File: src/rtl/i2s_sample_tx.sv
// i2s_sample_tx: CPU-fed stereo sample FIFO plus Philips I2S serializer
// (BCLK, LRCLK, SDATA; 32 BCLK per frame, MSB first, data one BCLK after
// the LRCLK edge).
// Build option: define I2S_TX_UNDERRUN_REPEAT_EN to resend the last popped
// word on underrun; by default an underrun frame carries silence.
module i2s_sample_tx #(
  parameter int FIFO_DEPTH_LOG2 = 4,
  parameter int CLK_DIV         = 4
) (
  input  logic                       clk,
  input  logic                       rst,
  input  logic                       i_wr,
  input  logic [31:0]                i_wdata,
  input  logic                       i_enable,
  input  logic                       i_underrun_clr,
  output logic                       o_full,
  output logic                       o_empty,
  output logic [FIFO_DEPTH_LOG2:0]   o_level,
  output logic                       o_underrun,
  output logic                       o_bclk,
  output logic                       o_lrclk,
  output logic                       o_sdata
);

  localparam int DEPTH = 1 << FIFO_DEPTH_LOG2;
  localparam int DW    = (CLK_DIV > 1) ? $clog2(CLK_DIV) : 1;

  typedef enum logic {IDLE, RUN} state_t;

  logic [31:0]                mem [DEPTH];
  logic [FIFO_DEPTH_LOG2-1:0] wr_ptr;
  logic [FIFO_DEPTH_LOG2-1:0] rd_ptr;
  logic [FIFO_DEPTH_LOG2:0]   count;

  logic [DW-1:0]              div_cnt;
  logic [4:0]                 slot;
  logic [31:0]                shreg;
  state_t                     state;

  logic                       div_wrap;
  logic                       fall;
  logic                       slot0_entry;
  logic                       pop;
  logic                       push;
  logic [31:0]                underrun_word;
  logic [31:0]                load_word;

`ifdef I2S_TX_UNDERRUN_REPEAT_EN
  logic [31:0]                last_word;

  // Remember the last word handed to the serializer for underrun repeat.
  always_ff @(posedge clk) begin
    if (rst)      last_word <= '0;
    else if (pop) last_word <= mem[rd_ptr];
  end

  assign underrun_word = last_word;
`else
  assign underrun_word = '0;
`endif

  assign o_empty = (count == '0);
  assign o_full  = (count == (FIFO_DEPTH_LOG2+1)'(DEPTH));
  assign o_level = count;

  // Frame-boundary decode: a falling BCLK event either starts the first
  // frame after enable (IDLE) or wraps slot 31 back to slot 0.
  always_comb begin
    div_wrap    = i_enable && (div_cnt == DW'(CLK_DIV - 1));
    fall        = div_wrap && o_bclk;
    slot0_entry = fall && ((state == IDLE) || (slot == 5'd31));
    pop         = slot0_entry && !o_empty;
    push        = i_wr && (!o_full || pop);
    load_word   = pop ? mem[rd_ptr] : underrun_word;
  end

  // Sample storage; contents need no reset since pointers gate reads.
  always_ff @(posedge clk) begin
    if (push) mem[wr_ptr] <= i_wdata;
  end

  // FIFO pointers and occupancy.
  always_ff @(posedge clk) begin
    if (rst) begin
      wr_ptr <= '0;
      rd_ptr <= '0;
      count  <= '0;
    end else begin
      if (push) wr_ptr <= wr_ptr + 1'b1;
      if (pop)  rd_ptr <= rd_ptr + 1'b1;
      case ({push, pop})
        2'b10:   count <= count + 1'b1;
        2'b01:   count <= count - 1'b1;
        default: count <= count;
      endcase
    end
  end

  // Sticky underrun flag; a set wins over a same-cycle clear.
  always_ff @(posedge clk) begin
    if (rst)                                o_underrun <= 1'b0;
    else if (slot0_entry && o_empty)        o_underrun <= 1'b1;
    else if (i_underrun_clr)                o_underrun <= 1'b0;
  end

  // BCLK divider and slot/shift state machine; disable drops the frame.
  always_ff @(posedge clk) begin
    if (rst || !i_enable) begin
      state   <= IDLE;
      div_cnt <= '0;
      slot    <= '0;
      shreg   <= '0;
      o_bclk  <= 1'b0;
      o_lrclk <= 1'b0;
      o_sdata <= 1'b0;
    end else begin
      div_cnt <= div_wrap ? '0 : div_cnt + 1'b1;
      if (div_wrap) o_bclk <= ~o_bclk;
      if (fall) begin
        if (slot0_entry) begin
          state   <= RUN;
          slot    <= '0;
          o_sdata <= load_word[31];
          shreg   <= {load_word[30:0], 1'b0};
          o_lrclk <= 1'b0;
        end else begin
          slot    <= slot + 5'd1;
          o_sdata <= shreg[31];
          shreg   <= {shreg[30:0], 1'b0};
          // Entering slot+1: high for slots 15..30.
          o_lrclk <= (slot >= 5'd14) && (slot <= 5'd29);
        end
      end
    end
  end

endmodule

File: config.mk
export PLATFORM = sky130hd
export DESIGN_NAME = i2s_sample_tx
export DESIGN_NICKNAME = d
export VERILOG_FILES = /design/src/rtl/i2s_sample_tx.sv
export SDC_FILE = /design/constraint.sdc
export NUM_CORES = 1
export LEC_CHECK = 0
export ABC_AREA = 1
export CORE_ASPECT_RATIO = 1.4
export CORE_MARGIN = 2
export CORE_UTILIZATION = 45
export CTS_BUF_LIST = sky130_fd_sc_hd__clkbuf_8
export CTS_CLUSTER_SIZE = 25
export DETAILED_ROUTE_END_ITERATION = 10
export SLEW_MARGIN = 20
export SYNTH_ARGS = -nofsm -noshare
export SYNTH_HDL_FRONTEND = slang
export SYNTH_SLANG_ARGS = --single-unit
File: constraint.sdc
create_clock -name clk -period 9.6 [get_ports clk]
set_input_delay 1.92 -clock clk [delete_from_list [all_inputs] [get_ports clk]]
set_output_delay 1.92 -clock clk [all_outputs]
set_load 0.02 [all_outputs]
# After elaboration in Yosys (flattened, before gate mapping)
# Memory sizes are Yosys's and may differ from the RTL's. A register that Yosys moved wholly into a read port is not among the register bits.
# Index checks and enable logic that the tools add are counted.
# Widths: inputs -> output; s select.
[op_classes]
n_addsub = 6
magnitude_cmp = 2
n_eq_ne = 5
n_mux = 12
bitwise_logic = 2
n_reduce_logical = 18
[op_table]
columns = ["cell", "n"]
rows = [
  ["$mux 32", 2],
  ["$add 5x1->5 const B", 2],
  ["$eq 5x5->1 const B", 2],
  ["$pmux 5 s2", 1],
  ["$add 4x1->4 const B", 2],
  ["$mux 4", 2],
  ["$logic_and 1x1->1", 7],
  ["$mux 1", 6],
  ["$ge 5x4->1 const B", 1],
  ["$le 5x5->1 const B", 1],
  ["$logic_not 5->1", 1],
  ["$mux 5", 1],
  ["$sub 5x1->5 const B", 1],
  ["$eq 2x2->1 const B", 2],
  ["$reduce_bool 2->1", 2],
  ["$logic_not 1->1", 3],
  ["$logic_or 1x1->1", 3],
  ["$add 2x1->2 const B", 1],
  ["$eq 2x1->1 const B", 1],
  ["$not 1->1", 2],
  ["$reduce_and 2->1", 1],
  ["$reduce_or 2->1", 1],
]
[totals]
register_bits = 57
ramBits = 512
output_inout_bits = 11
wordCells = 57
mem_count = 1
[mem_list]
columns = ["name", "words", "width", "read_ports", "rd_ports_with_merged_regs", "wr", "line", "rtl"]
rows = [
  ["mem", 16, 32, 1, 1, 1, "30", "logic [31:0] mem [DEPTH];"],
]

# Longest topological paths before layout
# Gate-level depths: netlist of run 1.
[depth]
word_depth = 9
mapped_depth = 17
mapped_depth_nobuf = 17

# Least setup slack after synthesis of run 1
# No wires, ideal clock.
[synth_timing]
path_kind = "input -> register"
start = "in i_enable"
end = "mem mem[11][0], enable pin"
setup_time_ns = 0.421
arrival_ns = 3.816
t_required_ns = 9.179
slack_ns = 5.363
cell_stages = 6
path_buffers = 0
path_cell_list = "nand3_2 > nor2_4 > o21ai_2 > inv_2 > nand2_1 > nor2_1"
[synth_between]
elab_chain_len = 8
[synth_lines]
columns = ["element", "line", "rtl"]
rows = [
  ["from (decl)", "14", "input logic i_enable,"],
  ["$logic_and 1x1->1", "69", "div_wrap = i_enable && (div_cnt == DW'(CLK_DIV - 1));"],
  ["$logic_and 1x1->1", "70", "fall = div_wrap && o_bclk;"],
  ["$logic_and 1x1->1", "71", "slot0_entry = fall && ((state == IDLE) || (slot == 5'd31));"],
  ["$logic_and 1x1->1", "72", "pop = slot0_entry && !o_empty;"],
  ["$logic_or 1x1->1", "73", "push = i_wr && (!o_full || pop);"],
  ["$logic_and 1x1->1", "73", ""],
  ["$mux 1", "79", "if (push) mem[wr_ptr] <= i_wdata;"],
  ["$mux 1 (not written as such)", "79", ""],
  ["to (decl)", "30", ""],
]
# No other way between the ends.

# Worst setup path after layout of run 1
[layout_timing]
start = "in i_enable"
end = "reg count[3] (netlist: o_level[3])"
[layout_between]
elab_chain_len = 8
elab_cells_between_ends = 10
[layout_lines]
columns = ["element", "line", "rtl"]
rows = [
  ["$logic_and 1x1->1 (*)", "69", ""],
  ["$logic_and 1x1->1 (*)", "70", ""],
  ["$logic_and 1x1->1 (*)", "71", ""],
  ["$logic_and 1x1->1 (*)", "72", ""],
  ["$logic_or 1x1->1", "73", ""],
  ["$logic_and 1x1->1", "73", ""],
  ["$eq 2x1->1 / $eq 2x2->1 (equally long branches)", "91", "case ({push, pop})"],
  ["$pmux 5 s2 / $reduce_bool 2->1 (equally long branches)", "-", ""],
  ["to (signal assigned)", "92", "2'b10: count <= count + 1'b1;"],
  ["to (signal assigned)", "93", "2'b01: count <= count - 1'b1;"],
  ["to (signal assigned)", "94", "default: count <= count;"],
  ["to (decl)", "33", "logic [FIFO_DEPTH_LOG2:0] count;"],
]
# Mark *: on every way between the ends. The rest lies on a longest branch, timed or not.
# A chain may end at the register's enable or synchronous reset.

==> insert_results.sql, run 1 <==
INSERT INTO impl_metrics (metric_group, metric, value, unit) VALUES
('synth', 'synth_seq_cells', '572', ''),
('global_route', 'grt_usage', '21.1', '%'),
('timing', 'setup_tns', '0', 'ns'),
('timing', 'period_needed', '4.49', 'ns'),
('worst_hold_path', 'timing.hold.worst.start', 'div_cnt[0]', ''),
('run_status', 'outcome', 'completed', ''),
('die', 'top_level_ports', '48', ''),
('critical_path', 'worstReg2RegStart', 'slot[1]', ''),
('power_and_ir_drop', 'post-layout-total-power', '4660', 'µW'),
('critical_path', 'worst_path_dominant_cell_family', 'buffers and inverters', ''),
('drt', 'met3WireLength', '2880', 'µm'),
('job', 'cap_violations', '0', ''),
('critical_path', 'worst-path-max-fanout', '35', ''),
('timing', 'timing.final.hold_violations', '0', ''),
('drt', 'detail_route.drc_violations', '0', ''),
('synth', 'synth.distinct_cells', '34', ''),
('drt', 'routed-wl-met2', '28700', 'µm'),
('synth', 'synth.yosys.seq_area_share', '72.1', '%'),
('global_route', 'antenna_found_initial', '2', ''),
('critical_path', 'critical_path.slowest_cell', 'inv_2', ''),
('synth', 'synthesis.area_per_instance', '11.6', 'µm²'),
('die', 'die-area', '53000', 'µm²'),
('power_and_ir_drop', 'pwr_density_cell', '182', 'nW/µm²'),
('critical_path', 'cp_data_required_time', '10.12', 'ns'),
('cts', 'cts_inserted_buffers', '83', ''),
('synth', 'syn-instance-count', '1981', ''),
('cts', 'cts.path.max_buffers', '3', ''),
('cts', 'cts_hold_buf', '0', ''),
('drt', 'wl_met1', '22200', 'µm'),
('power_and_ir_drop', 'power.share.combinational', '2.4', '%'),
('power_and_ir_drop', 'power_switching', '976', 'µW'),
('synth', 'synth.net_count', '2032', ''),
('worst_hold_path', 'min_path_cells', '1', ''),
('global_route', 'grt_max_degree', '171', ''),
('global_route', 'grt_pass1_wl', '85400', 'µm'),
('timing', 'grt_setup_unrepaired', 'no', ''),
('cts', 'insertion_delay', '0.63', 'ns'),
('layout', 'flow.area_growth_from_synthesis', '11.5', '%'),
('critical_path', 'path_buf_inv', '3', ''),
('timing', 'timing_worst_slew_pin_value', '1.10', 'ns'),
('cts', 'clock_transition_at_the_register_clock_pins_on_the_worst_setup_and_hold_paths_after_cts', '0.06', 'ns'),
('critical_path', 'path_depth', '13', ''),
('timing', 'finClkSkew', '0.0176', 'ns'),
('timing', 'fin_crit_sh', '46.7', '%'),
('timing', 'final_max_slew_viol_count', '0', ''),
('die', 'fp-row-count', '98', ''),
('drt', 'avgRoutedWirePerCell', '20.1', 'µm'),
('critical_path', 'worst_r2r_endpoint', 'o_level[3]', ''),
('critical_path', 'worst-r2r-cell-count', '16', ''),
('synth', 'synth-edff-count', '512', ''),
('global_route', 'globalRoute.totalOverflow', '0', ''),
('cts', 'post_cts_resize_count', '0', ''),
('drt', 'first_iter_violations', '1268', ''),
('timing', 'slew_limit_headroom', '26.7', '%'),
('critical_path', 'cp-start-kind', 'input port', ''),
('die', 'core', '50800', 'µm²'),
('worst_hold_path', 'min_delay_worst_endpoint', 'div_cnt[0]', ''),
('timing', 'count_of_endpoints_failing_setup_in_the_final_report', '0', ''),
('drt', 'vias_per_cell', '5.47', ''),
('critical_path', 'reg2reg_slack', '6.18', 'ns'),
('placed_design', 'numPortBuffers', '47', ''),
('synth', 'synthesis.area', '23000', 'µm²'),
('cts', 'cts_tree', 'done', ''),
('die', 'die_width', '195', 'µm'),
('die', 'die_span_y', '271', 'µm'),
('critical_path', 'crit_path_end_kind', 'register', ''),
('cts', 'cts.htree.levels', '3', ''),
('die', 'start_util', '45.3', '%'),
('drt', 'drt_wl_total', '55100', 'µm'),
('global_route', 'first_global_vias', '14900', ''),
('power_and_ir_drop', 'p_int', '3680', 'µW');
==> cell families after synthesis <==
logic type,synth area share [%]
and+or+nand+nor,20.5
DFF,72.1
buffers and inverters,3.99
AOI/OAI and AO/OA,2.58
adders and majority gates,0.794
xor gates and xnor gates,0.0762
==> cells in the mapped netlist, types with 3 or more instances <==
cell,n,share of area [%]
a21oi_1,33,0.72
nand2_1,531,8.7
nand3_1,485,11
inv_2,5,0.082
buf_6,3,0.15
nor3_1,3,0.065
inv_1,87,1.4
o21ai_0,21,0.46
o22ai_1,29,0.79
buf_4,3,0.098
clkbuf_1,24,0.39
buf_2,67,1.5
buf_1,22,0.36
a21oi_2,10,0.38
dfxtp_1,60,5.2
edfxtp_1,512,67
ha_1,13,0.71
nor2_1,52,0.85
==> final cells by class <==
cell class / instances / area, µm²
Antenna cell: 1 / 2.50
Sequential cell: 572 / 16600
Clock buffer: 93 / 1280
Fill cell: 4537 / 25100
Timing Repair Buffer: 75 / 713
Inverter: 93 / 365
Tap cell: 650 / 813
Clock inverter: 56 / 248
Multi-Input combinational cell: 1197 / 5630
==> metrics by stage <==
step                      std cells  hold WS, ns  cell area (µm²)  worst slack, ns  utilization [%]
after global routing           2737        0.468            25600             4.79             50.5
after CTS                      2735        0.444            25600             5.18             50.4
after detailed placement       2586        0.435            24100             4.47             47.4
after global placement         2586        0.419            24100             4.56             47.4
after floorplan                1981        0.408            23000             5.36                -
final                          2737        0.441            25600             5.11             50.5
==> layout by cell type, fill, tap and decap left out, drive strengths merged <==
cell,Yosys,routed
edfxtp,512,512
clkinv,1,19
nand4,1,1
nand3,486,486
nor3,3,3
a21oi,43,43
o21ai,22,22
nor2,54,54
o211ai,1,1
diode,0,1
o32ai,1,1
o41ai,1,1
o22ai,29,29
nor4,1,1
clkbuf,24,93
fa,1,1
nor3b,2,2
or2,1,1
clkinvlp,0,1
xor2,2,2
ha,13,13
dfxtp,60,60
nand2,533,533
bufinv,0,1
inv,92,128
a31oi,2,2
clkdlybuf4s50,0,47
a211oi,1,1
buf,95,28
==> how the worst max path moves through the flow <==
stage | startpoint | end | slack (ns)
4_1_cts | i_enable | o_level[3] | 5.18
5_1_grt | i_enable | o_level[3] | 4.79
2_1_floorplan | i_enable | mem[11][0] | 5.36
3_5_place_dp | i_enable | o_level[4] | 4.47
6_report | i_enable | o_level[3] | 5.11
3_3_place_gp | i_enable | o_level[4] | 4.56
==> metal layers <==
metal / track usage, % / vias up
met1: 25.8 / 7388
met4: 7.27 / 2
li1: - / 7053
met3: 3.14 / 102
met5: 0 / -
met2: 37.9 / 440
==> flip-flops by register name, indices dropped and copies added (netlist names), named ones only <==
signal / count
o_lrclk: 1
o_level: 5
o_bclk: 1
shreg: 31
div_cnt: 2
mem: 512
slot: 5
rd_ptr: 4
o_sdata: 1
o_underrun: 1
state: 1
wr_ptr: 4
==> power by group through the flow <==
stage | Sequential [µW] | Clock, µW | Combinational, µW
after global placement | 2800 | 0 | 109
after CTS | 2750 | 1840 | 113
final | 2750 | 1800 | 111
after global routing | 2750 | 1940 | 124
after detailed placement | 2800 | 0 | 112
after floorplan | 2800 | 0 | 40.7
No activity file was read; power rests on OpenSTA's default activity.
==> run 2: changes to the inputs <==
==> constraint.sdc (replaced) <==
create_clock -name clk -period 4.7 [get_ports clk]
set_input_delay 0.94 -clock clk [delete_from_list [all_inputs] [get_ports clk]]
set_output_delay 0.94 -clock clk [all_outputs]
set_load 0.02 [all_outputs]
==> insert_results.sql, run 2 (synthesis gave the netlist of run 1 again) <==
INSERT INTO impl_metrics (metric_group, metric, value, unit) VALUES
('timing', 'maxClockFrequency', '0.320', 'GHz'),
('drt', 'drt_wl_total', '57700', 'µm'),
('drt', 'vias', '15100', ''),
('power_and_ir_drop', 'pwr_density_cell', '377', 'nW/µm²'),
('die', 'die_span_y', '271', 'µm'),
('cts', 'cts_inserted_buffers', '87', ''),
('power_and_ir_drop', 'power_switching', '2070', 'µW'),
('layout', 'most_common_cell_after_layout_fill_and_taps_aside', 'nand2_1', ''),
('die', 'die-area', '53000', 'µm²'),
('cts', 'insertion_delay', '0.65', 'ns'),
('job', 'cap_violations', '0', ''),
('cts', 'cts_tree', 'done', ''),
('run_status', 'outcome', 'completed', ''),
('power_and_ir_drop', 'post-layout-total-power', '9740', 'µW'),
('drt', 'first_iter_violations', '1369', ''),
('layout', 'drive_above_1_share', '8.70', '%'),
('layout', 'layout.cells.most_common_list', 'nand2_1, edfxtp_1, nand3_1', ''),
('timing', 'count_of_endpoints_failing_setup_in_the_final_report', '0', ''),
('power_and_ir_drop', 'worst_ir_drop_vdd', '0.000219', 'V'),
('timing', 'slew_limit_headroom', '20.2', '%'),
('cts', 'clk_tree_root_cell', 'clkbuf_8', ''),
('worst_hold_path', 'min_path_type', 'reg2reg', ''),
('layout', 'post-route-cell-area', '25800', 'µm²'),
('timing', 'setup_tns', '0', 'ns'),
('drt', 'drtAntennaViolNets', '0', ''),
('timing', 'fin_crit_sh', '66.4', '%'),
('power_and_ir_drop', 'power_frac_seq', '57.6', '%'),
('global_route', 'grt_pass1_wl', '88800', 'µm'),
('drt', 'vias_per_cell', '5.50', ''),
('critical_path', 'cp-start-kind', 'input port', ''),
('global_route', 'grt_usage', '22.0', '%'),
('placed_design', 'dpl.hpwl', '32400', 'µm'),
('global_route', 'first_global_vias', '15100', ''),
('die', 'core', '50800', 'µm²'),
('layout', 'largest_register', 'mem', ''),
('cts', 'cts.htree.levels', '3', ''),
('critical_path', 'crit_path_end_kind', 'register', ''),
('layout', 'largest_reg_flops', '512', ''),
('die', 'fp-row-count', '98', ''),
('layout', 'filler_cell_count', '4514', ''),
('timing', 'finClkSkew', '0.0419', 'ns'),
('drt', 'avgRoutedWirePerCell', '21.0', 'µm'),
('power_and_ir_drop', 'p_int', '7670', 'µW'),
('global_route', 'globalRoute.totalOverflow', '0', ''),
('layout', 'finalNetCount', '2080', ''),
('drt', 'detail_route.drc_violations', '0', ''),
('global_route', 'antenna_found_initial', '1', ''),
('placed_design', 'detailed_place.area', '24200', 'µm²'),
('timing', 'final_max_slew_viol_count', '0', ''),
('cts', 'post_cts.repair.setup_buffers', '0', ''),
('placed_design', 'routability_congestion_estimate_from_global_placement', '0.799', ''),
('global_route', 'grt_max_degree', '227', ''),
('cts', 'cts.sinks', '572', ''),
('cts', 'cts.path.max_buffers', '3', ''),
('layout', 'layout_top_registers', 'mem x512, shreg x31', ''),
('power_and_ir_drop', 'switching_share', '21.3', '%'),
('timing', 'finalWorstSetupSlack', '1.58', 'ns'),
('critical_path', 'cp_data_required_time', '5.00', 'ns'),
('timing', 'grt_setup_unrepaired', 'no', ''),
('critical_path', 'worst-path-max-fanout', '19', ''),
('placed_design', 'preCtsSetupSlack', '0.916', 'ns'),
('layout', 'flow.area_growth_from_synthesis', '12.3', '%'),
('die', 'start_util', '45.3', '%'),
('timing', 'timing.final.hold_violations', '0', ''),
('cts', 'post_cts_resize_count', '0', ''),
('critical_path', 'worst-endpoint-arrival', '3.43', 'ns'),
('cts', 'clock_transition_at_the_register_clock_pins_on_the_worst_setup_and_hold_paths_after_cts', '0.06', 'ns'),
('die', 'top_level_ports', '48', ''),
('die', 'die_width', '195', 'µm'),
('power_and_ir_drop', 'leakagePower', '0.00897', 'µW'),
('drt', 'detailedRoute.firstPassIterationCount', '5', ''),
('cts', 'cts_hold_buf', '0', ''),
('timing', 'timing_worst_slew_pin_value', '1.20', 'ns'),
('power_and_ir_drop', 'power.share.combinational', '2.6', '%'),
('power_and_ir_drop', 'clockPowerShare', '39.8', '%'),
('critical_path', 'timing_worst_setup_path_type', 'in2reg', ''),
('timing', 'period_needed', '3.12', 'ns'),
('placed_design', 'numPortBuffers', '47', '');
[run 2: per-layer routing]
layer  share of wire [%]  global-route usage, %  vias up
met1                  40                   27.3     7474
li1                    -                      -     7068
met5                   0                      0        -
met3                 4.9                   2.99      106
met2                  52                   39.3      457
met4                 2.7                   8.24        0
[run 2: final cells by class]
cell class	instances	area [µm²]	share of cell area (%)
clock inverters	59	325	1.26
diodes	1	2.50	0.00969
clock buffers	94	1290	5.01
repair buffers	78	816	3.16
well taps	650	813	3.15
inverters	93	364	1.41
multi-input cells	1197	5630	21.8
flip-flops and latches	572	16600	64.2
[run 2: stage by stage]
step / utilization (%) / cells / hold WS (ns)
2_1_floorplan: - / 1981 / 0.408
6_report: 50.9 / 2744 / 0.450
5_1_grt: 50.9 / 2744 / 0.467
3_3_place_gp: 47.7 / 2590 / 0.417
4_1_cts: 50.9 / 2743 / 0.451
3_5_place_dp: 47.7 / 2590 / 0.441
[run 2: path summary, 6_finish.rpt]
path	from	to	slack [ns]	cells after the start
setup / recovery	i_enable	mem[15][19]	1.58	8
hold / removal	div_cnt[0]	div_cnt[0]	0.45	1
setup reg to reg	slot[1]	mem[15][19]	1.65	11
hold reg to reg	div_cnt[0]	div_cnt[0]	0.45	1
[run 2: power groups by stage]
stage,registers [µW],logic [µW],clock network [µW]
final,5610,255,3870
after global routing,5610,279,4150
after CTS,5610,257,3940
after detailed placement,5720,257,0
after global placement,5720,252,0
after floorplan,5720,83.0,0
[run 2: critical path: stages]
cell	delay [ns]
clkdlybuf4s50_1	0.53
nand3_2	0.28
nor2_4	0.21
o21ai_2	0.14
inv_2	0.13
nand2_1	0.25
nor2_4	0.53
buf_4	0.40
